==> config.mk <==
export PLATFORM = sky130hd
export DESIGN_NAME = base_arr_demux
export DESIGN_NICKNAME = d
export VERILOG_FILES = /design/src/rtl/base_arr_demux.sv
export SDC_FILE = /design/constraint.sdc
export NUM_CORES = 1
export LEC_CHECK = 0
export ABC_CLOCK_PERIOD_IN_PS = 2700
export BUFFER_PORTS_ARGS = -buffer_cell sky130_fd_sc_hd__buf_4
export CORE_AREA = 5 5 42 44
export CTS_CLUSTER_SIZE = 8
export DETAILED_ROUTE_END_ITERATION = 8
export DIE_AREA = 0 0 47 49
export PLACE_DENSITY_LB_ADDON = 0.2
export SLEW_MARGIN = 20
export SYNTH_ARGS = -nofsm -noshare
export SYNTH_HDL_FRONTEND = slang
export SYNTH_SLANG_ARGS = --single-unit
==> constraint.sdc <==
create_clock -name clk -period 2.7 [get_ports clk]
set_input_delay 0.54 -clock clk [delete_from_list [all_inputs] [get_ports clk]]
set_output_delay 0.54 -clock clk [all_outputs]
set_load 0.005 [all_outputs]
==> src/rtl/base_arr_demux.sv <==
// One-input, N-way valid/ready fork with a per-beat destination mask.
// A single holding register tracks, per way, which ways have already taken the held beat.
module base_arr_demux #(
    parameter int unsigned ways  = 2,
    parameter int unsigned width = 1
) (
    input  logic             clk,
    input  logic             reset,
    input  logic             i_v,
    output logic             i_r,
    input  logic [width-1:0] i_d,
    input  logic [ways-1:0]  i_sel,
    output logic [ways-1:0]  o_v,
    input  logic [ways-1:0]  o_r,
    output logic [width-1:0] o_d,
    output logic [ways-1:0]  o_sel,
    output logic             o_drop
);

    logic             s_v_q,    s_v_d;
    logic [width-1:0] s_d_q,    s_d_d;
    logic [ways-1:0]  s_sel_q,  s_sel_d;
    logic [ways-1:0]  s_done_q, s_done_d;
    logic             drop_q,   drop_d;

    logic [ways-1:0]  xfer;
    logic [ways-1:0]  done_or_xfer;
    logic             cmpl;
    logic             accept;

    always_comb begin
        o_v          = {ways{s_v_q}} & s_sel_q & ~s_done_q;
        xfer         = o_v & o_r;
        done_or_xfer = s_done_q | xfer;
        cmpl         = s_v_q && ((s_sel_q & ~done_or_xfer) == '0);
        i_r          = ~reset & (~s_v_q | cmpl);
        accept       = i_v & i_r;

        s_v_d    = s_v_q;
        s_d_d    = s_d_q;
        s_sel_d  = s_sel_q;
        s_done_d = s_done_q;
        drop_d   = accept && (i_sel == '0);

        // A zero-mask accept is never loaded; the holding stage just follows completion.
        if (accept && (i_sel != '0)) begin
            s_v_d    = 1'b1;
            s_d_d    = i_d;
            s_sel_d  = i_sel;
            s_done_d = '0;
        end else if (cmpl) begin
            s_v_d    = 1'b0;
            s_done_d = '0;
        end else begin
            s_done_d = done_or_xfer;
        end
    end

    always_ff @(posedge clk or posedge reset) begin
        if (reset) begin
            s_v_q    <= 1'b0;
            s_sel_q  <= '0;
            s_done_q <= '0;
            drop_q   <= 1'b0;
        end else begin
            s_v_q    <= s_v_d;
            s_sel_q  <= s_sel_d;
            s_done_q <= s_done_d;
            drop_q   <= drop_d;
        end
    end

    // Data is qualified by s_v, so it needs no reset.
    always_ff @(posedge clk) begin
        s_d_q <= s_d_d;
    end

    assign o_d    = s_d_q;
    assign o_sel  = s_sel_q;
    assign o_drop = drop_q;

endmodule

==> summary.md <==
| Metric | Value |
|---|---|
| Share of cells above drive strength 1 | `40.4%` |
| Site Rows | `14` |
| Detail Placement HPWL | `773 µm` |
| Crit end category | `output pin` |
| Slew Viols, Final | `0` |
| FILL cells | `159` |
| Dominant cell type by area after synthesis | `dfrtp_1` |
| Sw power | `203 µW` |
| CORE AREA | `0.00140 mm²` |
| Ant diodes | `0` |
| First-pass GRT wire length | `1580 µm` |
| Power Density | `933 mW/mm²` |
| Critical-path maximum fanout | `5` |
| Crit path launch | `s_done_q[0]` |
| Hold_buf cts | `0` |
| Switching share of power | `39.6%` |
| WL per Instance | `13.8 µm` |
| Slowest cell on crit path | `dfrtp_1` |
| Worst r2r dst | `o_sel[1]` |
| Postcts setup bufs | `0` |
| H-tree depth | `1` |
| Syn avg cell area | `10.2 µm²` |
| Yosys cell types | `18` |
| Setup Skew | `a little over 7 ps` |
| Vias in the first global route | `375` |
| CP cell instances | `nand2b_1, o22ai_2, a21oi_1, buf_4` |
| Main area contributors after synthesis | `dfrtp_1 38%, edfxtp_1 7.5%, nor4_1 6.3%, a21oi_1 5.0%, nand2b_1 4.7%` |
| GRT Util Overall | `9.65%` |
| Post-synth top flop | `dfrtp_1` |
| Max clock buf depth | `2` |
| RSZ-0062 raised after global routing | `false` |
| Post-cts sizing count | `0` |
| Post-route insts no fill | `73` |
| Ratio of final minimum period to clock period | `between 70% and 80%` |
| Grt total ovfl | `0` |
| Non-Filler Cell Area, Final | `549 µm²` |
| CP Capture Point | `i_r` |
| Max_cap viols | `0` |
| Cell Int Power | `approximately 310 µW` |
| Crit path required time | `2160 ps` |
| Comb pwr share | `46.1%` |
| Dpl cell area | `523 µm²` |
| Largest stage delay, worst path | `380 ps` |
| Seq pwr share | `35.4%` |
| Initial antenna violation count | `0` |
| Total Power | `512 µW` |
| VDD IR max | `around 530 µV` |
| Number of synthesized flops with an enable pin | `1` |
| Worst Path Arrival | `1380 ps` |
| FF-to-FF path depth | `3` |
| 1st-iter DRT viols | `5` |
| Final core occ | `between 30% and 40%` |
| Final WL | `just over 1000 µm` |
| Die span in y | `49 µm` |
| Family with the most delay on the worst path | `flip-flops` |
| Gpl congestion | `0.756` |
| Gate Count Post-Synth | `39` |
| Vias post-DR | `397` |
| Hold Crit Class | `in2async` |
| Slew margin rel. | `a little under 80%` |
| Worst setup SP type | `register` |
| Tightest Pin Transition | `about 310 ps` |
| Clk root buf | `clkbuf_4` |
| Area Growth Syn to Fin | `38.1%` |
| #FFs+latches synth | `7` |
| F_max | `between 500 and 600 MHz` |
| Buf/Inv on CP | `1` |
| Asr flop ratio synth | `85.7%` |
| Placed Cells | `69` |
| Post-synthesis net count | `47` |
| Nets | `66` |
| Pin count of the biggest net entering global routing | `10` |
| R2R setup slack | `1340 ps` |
| Clk pwr share | `a little under a fifth` |
| Yosys top cell area share | `37.7%` |
| Clk_lat worst skew | `250 ps` |
| Leakage power | `0.000236 µW` |
| Routed Antenna Nets | `0` |
| Most frequent cell after synthesis | `dfrtp_1` |
| Worst reg2reg path startpoint | `s_done_q[0]` |
| Status | `finished clean` |
| Top cells by count, synth | `6 x dfrtp_1, 4 x a21oi_1, 4 x nor4_1` |
| Port bufs | `14` |
| Starting Density | `approximately 28%` |
| First-pass detailed-route iteration total | `2` |
| Clock sink count | `7` |
| Post-Syn Area | `398 µm²` |
| DR DRC count | `0` |
| Clock-pin slew on the worst setup and hold paths | `50 ps` |
| Die area | `0.00230 mm²` |
| # setup viols final | `0` |
| Seq/Total Area, Yosys | `between 40% and 50%` |
| Ys Warns | `0` |
| Period minus WS final | `1920 ps` |
| Die width | `47 µm` |
| Setup TNS | `0 ps` |
| Endpoints failing hold | `0` |
| CTS tree | `yes` |
| Vias per inst | `5.44` |
| I/O Pins | `15` |
| Crit Path Class | `reg2out` |
| CP Depth | `4` |
| CTS buffer count | `3` |
## layer usage
layer	routed length [µm]	global-route usage [%]	share of wire, %
met3	111	5.90	11
met4	23	4.15	2.3
met5	0	0	0
met1	439	11.7	43
met2	437	13.3	43
## power by group through the flow
stage	Clock, µW	Sequential [µW]	Combinational (µW)
finish	94.5	182	236
global route	110	187	260
CTS	98.5	181	238
detailed placement	0	184	236
global placement	0	184	236
floorplan	0	174	141
## worst min-delay path by stage
stage                     start  endpoint  cells past startpoint
after CTS                 reset     s_v_q                      2
final                     reset     s_v_q                      2
after floorplan           reset    o_drop                      1
after global placement    reset     s_v_q                      2
after global routing      reset  o_sel[0]                      2
after detailed placement  reset     s_v_q                      2
## cells in the final DEF, fill, tap and decap left out
master / netlist / layout
buf_4: 0 / 14
dfrtp_1: 6 / 6
a21oi_1: 4 / 4
nor4_1: 4 / 4
nand2b_1: 3 / 3
o21ai_0: 3 / 3
clkbuf_4: 0 / 3
and2_2: 2 / 2
nor3b_1: 2 / 2
nand3b_1: 2 / 2
a221oi_1: 2 / 2
nor2_1: 2 / 2
a31o_2: 2 / 2
o22ai_2: 1 / 1
o21bai_1: 1 / 1
o22a_1: 1 / 1
clkinv_1: 1 / 1
a2111oi_2: 1 / 1
inv_1: 1 / 1
clkbuf_1: 0 / 1
edfxtp_1: 1 / 1
## kinds of logic (layout without fill, tap and decap cells)
kind of cell           after synthesis  count (layout)  synth area share, %
buffers and inverters                2              20                 1.88
DFF                                  7               7                 45.3
AOI/OAI and AO/OA                   15              15                 28.6
and+or+nand+nor                     15              15                 24.2
## flip-flops by register name, summed over array words and instances (netlist names)
signal / flops
o_d: 1
o_sel: 2
s_done_q: 2
s_v_q: 1
o_drop: 1
## area by class of cell
| type | instances | area (µm²) | share of cell area (%) |
|---|---|---|---|
| tap | 16 | 20.0 | 3.64 |
| timing repair buffer | 14 | 105 | 19.1 |
| clock buffer | 4 | 26.3 | 4.78 |
| sequential | 7 | 180 | 32.8 |
| inverter | 2 | 7.51 | 1.37 |
| multi-input combinational | 30 | 210 | 38.3 |
## stage by stage
step                setup WS [ps]  hold slack (ps)
floorplan                    1160              331
global placement              867              492
detailed placement            865              489
CTS                           784              214
global route                  688              224
finish                        776              217
## worst reg2reg max path: cells and delay by family (launching register included)
family	cells	cell delay, ps
AND/OR/NAND/NOR	1	240
AO/OA/AOI/OAI	2	610
flip-flops	1	380
(Power assumes the default switching activity.)
